[src/rtl/of_pkg.sv]
// Shared widths, decoded-field payload and hit helper for the operand fetch stage.
package of_pkg;

  localparam int unsigned DATA_W   = 8;
  localparam int unsigned REG_AW   = 5;
  localparam int unsigned NUM_REGS = 32;

  // Decoded instruction fields carried from decode through both fetch stages.
  typedef struct packed {
    logic [REG_AW-1:0] rs1;
    logic [REG_AW-1:0] rs2;
    logic [REG_AW-1:0] rd;
    logic              reg_write;
    logic              mem_read;
  } of_fields_t;

  // True when a register write targets a nonzero source register.
  function automatic logic wr_hit(input logic              wr_en,
                                  input logic [REG_AW-1:0] wr_rd,
                                  input logic [REG_AW-1:0] rs);
    return wr_en && (wr_rd == rs) && (rs != '0);
  endfunction

endpackage

[src/rtl/of_fwd_mux.sv]
// Per-operand source select at the stage B output.
// With FORWARDING_EN defined the EX/MEM result is bypassed and a pending load
// flags a load-use stall; otherwise only the write-back bypass is present.
module of_fwd_mux
  import of_pkg::*;
(
  input  logic [REG_AW-1:0] rs_i,
  input  logic [DATA_W-1:0] held_i,
  input  logic [REG_AW-1:0] ex_rd_i,
  input  logic              ex_reg_write_i,
  input  logic              ex_mem_read_i,
  input  logic [DATA_W-1:0] ex_result_i,
  input  logic [REG_AW-1:0] wb_rd_i,
  input  logic              wb_reg_write_i,
  input  logic [DATA_W-1:0] wb_data_i,
  output logic [DATA_W-1:0] op_o,
  output logic              load_use_o
);

`ifndef FORWARDING_EN
  logic unused_ex;
  assign unused_ex = ^{ex_rd_i, ex_reg_write_i, ex_mem_read_i, ex_result_i};
`endif

  // Priority: x0 -> 0, then EX/MEM, then write-back in flight, then held value.
  // The write-back bypass keeps an operand presented in the same cycle as its
  // register write from going out stale.
  always_comb begin
    op_o       = held_i;
    load_use_o = 1'b0;
    if (rs_i == '0) begin
      op_o = '0;
    end else begin
`ifdef FORWARDING_EN
      if (wr_hit(ex_reg_write_i, ex_rd_i, rs_i)) begin
        if (ex_mem_read_i) begin
          load_use_o = 1'b1;
        end else begin
          op_o = ex_result_i;
        end
      end else if (wr_hit(wb_reg_write_i, wb_rd_i, rs_i)) begin
        op_o = wb_data_i;
      end
`else
      if (wr_hit(wb_reg_write_i, wb_rd_i, rs_i)) begin
        op_o = wb_data_i;
      end
`endif
    end
  end

endmodule

[src/rtl/operand_fetch_stage.sv]
// Two-stage operand fetch: A issues register-file reads and holds fields,
// B captures read data, resolves bypasses and presents the ID/EX payload.
// Macro FORWARDING_EN: defined -> EX/MEM bypass with load-use stall;
// undefined -> busy scoreboard blocks A until sources are written back.
module operand_fetch_stage
  import of_pkg::*;
(
  input  logic              clock,
  input  logic              reset,
  input  logic              in_valid,
  output logic              in_ready,
  input  logic [REG_AW-1:0] in_rs1,
  input  logic [REG_AW-1:0] in_rs2,
  input  logic [REG_AW-1:0] in_rd,
  input  logic              in_reg_write,
  input  logic              in_mem_read,
  output logic [REG_AW-1:0] read_reg1,
  output logic [REG_AW-1:0] read_reg2,
  input  logic [DATA_W-1:0] read_data1,
  input  logic [DATA_W-1:0] read_data2,
  input  logic [REG_AW-1:0] ex_rd,
  input  logic              ex_reg_write,
  input  logic              ex_mem_read,
  input  logic [DATA_W-1:0] ex_result,
  input  logic [REG_AW-1:0] wb_rd,
  input  logic              wb_reg_write,
  input  logic [DATA_W-1:0] wb_data,
  output logic              out_valid,
  input  logic              out_ready,
  output logic [DATA_W-1:0] out_op1,
  output logic [DATA_W-1:0] out_op2,
  output logic [REG_AW-1:0] out_rd,
  output logic              out_reg_write,
  output logic              out_mem_read
);

  of_fields_t        in_fields;
  of_fields_t        a_q, a_d, b_q, b_d;
  logic              a_valid_q, a_valid_d;
  logic              b_valid_q, b_valid_d;
  logic [DATA_W-1:0] b_op1_q, b_op1_d, b_op2_q, b_op2_d;
  logic              b_take1_q, b_take1_d, b_take2_q, b_take2_d;
  logic [DATA_W-1:0] held1, held2;
  logic              lu1, lu2;
  logic              b_fire, a_to_b, accept, a_block;

  assign in_fields = '{rs1: in_rs1, rs2: in_rs2, rd: in_rd,
                       reg_write: in_reg_write, mem_read: in_mem_read};

  // Read data is only valid in B's first cycle; afterwards the latched copy is used.
  assign held1 = b_take1_q ? read_data1 : b_op1_q;
  assign held2 = b_take2_q ? read_data2 : b_op2_q;

  of_fwd_mux u_fwd1 (
    .rs_i(b_q.rs1), .held_i(held1),
    .ex_rd_i(ex_rd), .ex_reg_write_i(ex_reg_write),
    .ex_mem_read_i(ex_mem_read), .ex_result_i(ex_result),
    .wb_rd_i(wb_rd), .wb_reg_write_i(wb_reg_write), .wb_data_i(wb_data),
    .op_o(out_op1), .load_use_o(lu1)
  );

  of_fwd_mux u_fwd2 (
    .rs_i(b_q.rs2), .held_i(held2),
    .ex_rd_i(ex_rd), .ex_reg_write_i(ex_reg_write),
    .ex_mem_read_i(ex_mem_read), .ex_result_i(ex_result),
    .wb_rd_i(wb_rd), .wb_reg_write_i(wb_reg_write), .wb_data_i(wb_data),
    .op_o(out_op2), .load_use_o(lu2)
  );

  assign out_valid     = b_valid_q && !(lu1 || lu2);
  assign b_fire        = out_valid && out_ready;
  assign a_to_b        = a_valid_q && (!b_valid_q || b_fire) && !a_block;
  assign in_ready      = !a_valid_q || a_to_b;
  assign accept        = in_valid && in_ready;
  assign read_reg1     = a_q.rs1;
  assign read_reg2     = a_q.rs2;
  assign out_rd        = b_q.rd;
  assign out_reg_write = b_q.reg_write;
  assign out_mem_read  = b_q.mem_read;

`ifdef FORWARDING_EN
  assign a_block = 1'b0;
`else
  logic [NUM_REGS-1:0] busy_q, busy_d;
  logic                b_wr_hit;

  // An instruction leaving B this cycle marks its rd busy at the same edge.
  assign b_wr_hit = b_fire && b_q.reg_write && (b_q.rd != '0) &&
                    ((b_q.rd == a_q.rs1) || (b_q.rd == a_q.rs2));
  assign a_block  = busy_q[a_q.rs1] || busy_q[a_q.rs2] || b_wr_hit;

  // Busy scoreboard: cleared by write-back, set by an issuing writer (set wins).
  always_comb begin
    busy_d = busy_q;
    if (wb_reg_write) begin
      busy_d[wb_rd] = 1'b0;
    end
    if (b_fire && b_q.reg_write && (b_q.rd != '0)) begin
      busy_d[b_q.rd] = 1'b1;
    end
  end

  // Scoreboard register.
  always_ff @(posedge clock or posedge reset) begin
    if (reset) begin
      busy_q <= '0;
    end else begin
      busy_q <= busy_d;
    end
  end
`endif

  // Next-state for both stages and B's operand capture.
  always_comb begin
    a_valid_d = a_valid_q;
    a_d       = a_q;
    b_valid_d = b_valid_q;
    b_d       = b_q;
    b_op1_d   = b_op1_q;
    b_op2_d   = b_op2_q;
    b_take1_d = b_take1_q;
    b_take2_d = b_take2_q;

    if (accept) begin
      a_valid_d = 1'b1;
      a_d       = in_fields;
    end else if (a_to_b) begin
      a_valid_d = 1'b0;
    end

    if (a_to_b) begin
      b_valid_d = 1'b1;
      b_d       = a_q;
      // The register file misses a write on the read edge, so take wb_data.
      if (wr_hit(wb_reg_write, wb_rd, a_q.rs1)) begin
        b_op1_d   = wb_data;
        b_take1_d = 1'b0;
      end else begin
        b_take1_d = 1'b1;
      end
      if (wr_hit(wb_reg_write, wb_rd, a_q.rs2)) begin
        b_op2_d   = wb_data;
        b_take2_d = 1'b0;
      end else begin
        b_take2_d = 1'b1;
      end
    end else if (b_fire) begin
      b_valid_d = 1'b0;
    end else if (b_valid_q) begin
      // Holding: freeze read data and absorb matching write-backs.
      b_op1_d   = wr_hit(wb_reg_write, wb_rd, b_q.rs1) ? wb_data : held1;
      b_op2_d   = wr_hit(wb_reg_write, wb_rd, b_q.rs2) ? wb_data : held2;
      b_take1_d = 1'b0;
      b_take2_d = 1'b0;
    end
  end

  // Stage registers.
  always_ff @(posedge clock or posedge reset) begin
    if (reset) begin
      a_valid_q <= 1'b0;
      a_q       <= '0;
      b_valid_q <= 1'b0;
      b_q       <= '0;
      b_op1_q   <= '0;
      b_op2_q   <= '0;
      b_take1_q <= 1'b0;
      b_take2_q <= 1'b0;
    end else begin
      a_valid_q <= a_valid_d;
      a_q       <= a_d;
      b_valid_q <= b_valid_d;
      b_q       <= b_d;
      b_op1_q   <= b_op1_d;
      b_op2_q   <= b_op2_d;
      b_take1_q <= b_take1_d;
      b_take2_q <= b_take2_d;
    end
  end

endmodule

[config.mk]
export PLATFORM = sky130hd
export DESIGN_NAME = operand_fetch_stage
export DESIGN_NICKNAME = d
export VERILOG_FILES = /design/src/rtl/of_pkg.sv /design/src/rtl/of_fwd_mux.sv /design/src/rtl/operand_fetch_stage.sv
export SDC_FILE = /design/constraint.sdc
export NUM_CORES = 1
export LEC_CHECK = 0
export CAP_MARGIN = 20
export CORE_MARGIN = 1
export CORE_UTILIZATION = 35
export DETAILED_ROUTE_END_ITERATION = 6
export PLACE_DENSITY = 0.57
export SLEW_MARGIN = 20
export SYNTH_ARGS = -nofsm -noshare
export SYNTH_HDL_FRONTEND = slang
export SYNTH_HIERARCHICAL = 1
export SYNTH_SLANG_ARGS = --single-unit
[constraint.sdc]
create_clock -name clock -period 5.6 [get_ports clock]
set_clock_uncertainty 0.15 [all_clocks]
set_input_delay 1.12 -clock clock [delete_from_list [all_inputs] [get_ports clock]]
set_output_delay 1.12 -clock clock [all_outputs]
set_load 0.03 [all_outputs]
## Word-level counts from Yosys, hierarchy flattened

Index checks and enable logic that the tools add are counted.

| storage, ports and cells | value |
|---|---|
| memory bits (writable) | 0 |
| output and inout bits | 35 |
| bits of input ports | 66 |
| bits in latches | 0 |
| memories kept | 0 |
| register bits | 86 |
| logic and storage cells | 107 |
| ROM bits | 0 |

| operators by class | value |
|---|---|
| bitwise gates (word level) | 3 |
| mux-type cells | 34 |
| multiply operators | 0 |
| add/sub/neg operators | 0 |
| equality and inequality tests | 9 |
| divide/modulo/power cells | 0 |
| shifts and indexed selects | 0 |
| magnitude comparators | 6 |
| reductions and logical operators | 38 |

Operators with widths:

| operator | count |
|---|---|
| 8-bit two-way mux | 14 |
| 32-bit two-way mux | 2 |
| 32-bit AND | 1 |
| 32-bit inverter | 1 |
| 32-bit bitwise OR | 1 |
| 5-bit equality test | 6 |
| 5-bit nonzero test | 5 |
| 5-bit by 6-bit < comparator with 1-bit output, second input constant | 4 |
| 1-bit logical AND | 17 |
| 1-bit two-way mux | 14 |
| 1-bit binary-select mux with 5-bit select | 2 |
| 1-bit demux with 5-bit select | 2 |
| 5-bit by 1-bit greater-or-equal comparator with 1-bit output, second input constant | 2 |
| 5-bit logical NOT | 2 |
| 2-bit by 1-bit inequality test with 1-bit output, second input constant | 3 |
| 3-bit AND reduction | 2 |
| 2-bit nonzero test | 3 |
| 1-bit logical OR | 5 |
| 1-bit logical NOT | 3 |
| 2-bit AND reduction | 1 |

## Depth between registers and ports, before layout

Gate-level depths: netlist of run 1.

| logic depth | value |
|---|---|
| depth in word-level cells | 10 |
| gate-level depth with buffers | 11 |
| gate-level depth less buffers | 7 |

## Cells and area by module

The synthesis of run 1 kept the hierarchy.

By module, submodules not included:

| module | seq. area each (um^2) | times used | cells each | area an instance (um^2) |
|---|---|---|---|---|
| operand_fetch_stage | 2152.1 | 1 | 456 | 4828.4 |
| of_fwd_mux | 0.0 | 2 | 38 | 235.2 |

## Least setup slack after synthesis of run 1

OpenSTA, ideal clock, no wires.

| timing path | value |
|---|---|
| path kind | input to output |
| from | input wb_rd[4] |
| to | output out_op1[0] |
| slack | 1.948 ns |
| data arrival time | 2.382 ns |
| buffers on the path | 1 |
| data required time | 4.330 ns |
| stages on the path | 5 |
| path through | xor2_1 -> nor4_1 -> and3_1 -> buf_6 -> mux2i_1 |

| on the way | value |
|---|---|
| word-level cells in the longest chain between the ends | 5 |

Ends and longest elaborated chain:

| item | line | RTL |
|---|---|---|
| start, declared | operand_fetch_stage.sv:25 | `input logic [REG_AW-1:0] wb_rd,` |
| 5-bit equality test | of_pkg.sv:21 | `return wr_en && (wr_rd == rs) && (rs != '0);` |
| 1-bit logical AND (2 in series) | of_pkg.sv:21 |  |
| 8-bit two-way mux | of_fwd_mux.sv:45 | `if (wr_hit(wb_reg_write_i, wb_rd_i, rs_i)) begin` |
| 8-bit two-way mux | of_fwd_mux.sv:31 | `if (rs_i == '0) begin` |
| end, declared | operand_fetch_stage.sv:30 | `output logic [DATA_W-1:0] out_op1,` |

Every way passes these cells.

## Final worst setup path of run 1

| timing path | value |
|---|---|
| from | input wb_rd[1] |
| to | output out_op2[1] |

| on the way | value |
|---|---|
| word-level cells in the longest chain between the ends | 5 |

Ends and longest elaborated chain:

| item | line | RTL |
|---|---|---|
| 5-bit equality test | of_pkg.sv:21 |  |
| 1-bit logical AND (2 in series) | of_pkg.sv:21 |  |
| 8-bit two-way mux | of_fwd_mux.sv:45 |  |
| 8-bit two-way mux | of_fwd_mux.sv:31 |  |
| end, declared | operand_fetch_stage.sv:31 | `output logic [DATA_W-1:0] out_op2,` |

Every way passes these cells.

==> results_dict.tcl, run 1 <==
set metrics [dict create \
    hold_path.class "flop to flop" \
    detail_route.vias_per_cell 5.58 \
    slowest_stage "clkdlybuf4s50_1" \
    setup_viol 0 \
    synth_fa_ha_area_frac 0 \
    fmax_mhz 196 \
    grt_pass1_wl_mm 24.0 \
    post_cts_buffers 0 \
    drc 22 \
    synth_area_leader_cell "dfrtp_1" \
    yosysSeqAreaShare 0.406 \
    cts_made_buffers 9 \
    synth_cell_type_count 45 \
    portBuffers 85 \
    final_min_period_over_clock_period 0.913 \
    drive_above_1_share 0.132 \
    critPathMaxFanout 11 \
    worst_slew_pin_slew_ps 827 \
    die_y_um 125 \
    clk_latency_ps 350 \
    crit_chain "clkdlybuf4s50_1 > xor2_1 > nor4_1 > and3_1 > mux2i_1 > clkdlybuf4s50_1" \
    relSlewSlack 0.448 \
    ys_ff_latch 86 \
    crit_buf_inv 2 \
    syn2layout_area_growth_pct 22.4 \
    met2_usage 0.327 \
    grt_overflow 0 \
    synthTopCellsByArea "dfrtp_1, nand2_1, o21ai_0, mux2_2, mux4_2" \
    drt_iter0_drc 428 \
    crit_family "buffers and inverters" \
    rsz0062_at_grt "false" \
    ant_nets 0 \
    synth_top_area_share 0.406 \
    power.density_nw_per_um2 586 \
    wire_per_inst_um 19.2 \
    synth_commonest_cells "nand2_1, dfrtp_1, o21ai_0, mux2i_1, mux2_2" \
    cp_common_cell "clkdlybuf4s50_1" \
    synthMuxAreaShare 0.191 \
    start_util 0.362 \
    clockBufferDepth 2 \
    drt_wl_total_mm 14.8 \
    yosys.area_share.simple 0.161 \
    nFillCells 1414 \
    dpl.hpwl_mm 10.2 \
    crit_path_end_kind "output pin" \
    antenna_found_initial 0 \
    insertedDiodeCount 0 \
    maxCapViolations 0 \
    root_buffer "clkbuf_16" \
    grt_busiest_layer "met2" \
    grt_pass1_vias 4334 \
    slew_violations 0 \
    dieArea_sq_um 15600 \
    worst_setup_path_start_kind "input pin" \
    synth_compound_area_frac 0.119 \
    synth_xor_area_frac 0.0595 \
    critPathArrivalTime_ps 3840 \
    crit_type "input pin to output pin" \
    synth_flop_cell "dfrtp_1" \
    syn_area_sq_um 5300 \
    cts.sinks 86 \
    fin_nets 650 \
    rows 44 \
    htreeDepth 3 \
    use_met3 0.0479 \
    place_inst 757 \
    peakVddDrop_mv 0.396 \
    vias 4317 \
    place_congestion 0.837 \
    die_w_um 125 \
    cp.required_ps 4330 \
    postSynth.asyncResetShare 1.00 \
    ctsResizeCount 0 \
    path_clk_slew_ps 60 \
    totalPowerFinal_mw 3.80 \
    hold_violations 0 \
    grt_use_met1 0.255 \
    cts_tree "done" \
    power.leakage_nw 2.80 \
    yosysMostFrequentCell "nand2_1" \
    synth_top_family_by_area "multiplexers" \
    grt_max_degree 46 \
    status "finished with violations" \
    yosysWarnings 6 \
    violations "design-rule violations" \
    max_stage_delay_ps 700 \
    synth_area_per_cell_sq_um 9.96 \
    syn-num-nets 598 \
    drt_pre_antenna_iters 7 \
    fin_crit_ps 5110 \
    grt_usage 0.197 \
    postCtsHoldBufs 0 \
    tns_ps 0 \
    synthCells 532 \
    core_sq_um 14600 \
    finalNonFillerCells 773 \
    io_pins 101 \
    synth_edf_count 0 \
]
==> metal layers <==
layer / vias up / part of all wire
met1: 2141 / 0.44
met2: 162 / 0.48
met3: 22 / 0.065
li1: 1992 / -
met5: - / 0
met4: 0 / 0.016
==> per-stage QoR <==
| step | hold slack, ps | setup slack, ps | cell area [sq um] | util |
|---|---|---|---|---|
| after CTS | 323 | 494 | 6480 | 0.443 |
| after detailed placement | 309 | 501 | 6130 | 0.419 |
| after global routing | 351 | 337 | 6480 | 0.443 |
| after floorplan | 283 | 1950 | 5300 | - |
| final | 321 | 486 | 6480 | 0.443 |
| after global placement | 301 | 563 | 6130 | 0.419 |
==> cells by family after synthesis <==
family          count (synthesis)
other cells                     2
simple gates                  177
xor+xnor                       36
flops                          86
buf+inv                        57
mux                            75
compound gates                 99
==> worst min-delay path, stage by stage, from the launching register on <==
cell	delay, ps
dfrtp_1	350
nand2_1	50
nand2_1	50
==> cell usage in the layout, fill, tap and decap left out, types with 2 or more instances in the layout <==
| cell type | synthesis | final |
|---|---|---|
| a21oi_1 | 7 | 7 |
| a221o_1 | 16 | 16 |
| and3_1 | 20 | 20 |
| buf_4 | 17 | 7 |
| bufinv_16 | 0 | 3 |
| clkbuf_16 | 0 | 9 |
| clkdlybuf4s50_1 | 0 | 85 |
| conb_1 | 2 | 2 |
| dfrtp_1 | 86 | 86 |
| inv_1 | 6 | 5 |
| mux2_2 | 25 | 25 |
| mux2_4 | 10 | 10 |
| mux2i_1 | 26 | 26 |
| mux4_1 | 2 | 2 |
| mux4_2 | 12 | 12 |
| nand2_1 | 93 | 93 |
| nand2b_1 | 2 | 2 |
| nand3_1 | 11 | 11 |
| nand3b_1 | 9 | 9 |
| nor2_1 | 10 | 10 |
| nor2b_1 | 2 | 2 |
| nor3_1 | 8 | 8 |
| nor4_1 | 9 | 9 |
| o21ai_0 | 64 | 64 |
| or3_1 | 4 | 4 |
| or3b_2 | 5 | 5 |
| xnor2_1 | 19 | 19 |
| xor2_1 | 17 | 17 |
==> registers in the layout, indices dropped and copies added, names as in the netlist, 5 cells and up <==
register and cells:
busy_q 32, b_q 10, b_op1_q 8, b_op2_q 8
a_q 7, out_rd 5, read_reg1 5, read_reg2 5
==> power breakdown <==
| group | switching [mW] | total (mW) | internal [mW] |
|---|---|---|---|
| clock | 0.251 | 0.700 | 0.449 |
| sequential | 0.396 | 1.24 | 0.847 |
| combinational | 0.935 | 1.86 | 0.923 |
==> final timing paths <==
check | to | slack [ps] | start | cells past startpoint
setup / recovery | out_op2[1] | 490 | wb_rd[1] | 6
hold / removal | out_reg_write | 320 | a_q[1] | 2
setup reg to reg | read_reg1[0] | 1740 | read_reg1[1] | 8
hold reg to reg | out_reg_write | 320 | a_q[1] | 2
max in group asynchronous | a_q[3] | 3200 | reset | 3
min in group asynchronous | b_op2_q[0] | 1060 | reset | 2
==> final cells by class <==
class,count,area (sq um),area share
Clock inverter,5,106,0.0164
Clock buffer,11,243,0.0374
Multi-Input combinational cell,389,2830,0.436
Tap cell,184,230,0.0355
Inverter,6,23.8,0.00367
Sequential cell,86,2150,0.332
Timing Repair Buffer,92,903,0.139
(Power assumes the default switching activity.)
==> run 2, diff against run 1 <==
--- a/config.mk
+++ b/config.mk
@@ -10,7 +10,6 @@
 export CORE_UTILIZATION = 35
 export DETAILED_ROUTE_END_ITERATION = 6
 export PLACE_DENSITY = 0.57
-export SLEW_MARGIN = 20
 export SYNTH_ARGS = -nofsm -noshare
 export SYNTH_HDL_FRONTEND = slang
 export SYNTH_HIERARCHICAL = 1
==> results of run 2 <==
Final layout, timing and power as in run 1 (identical DEF).
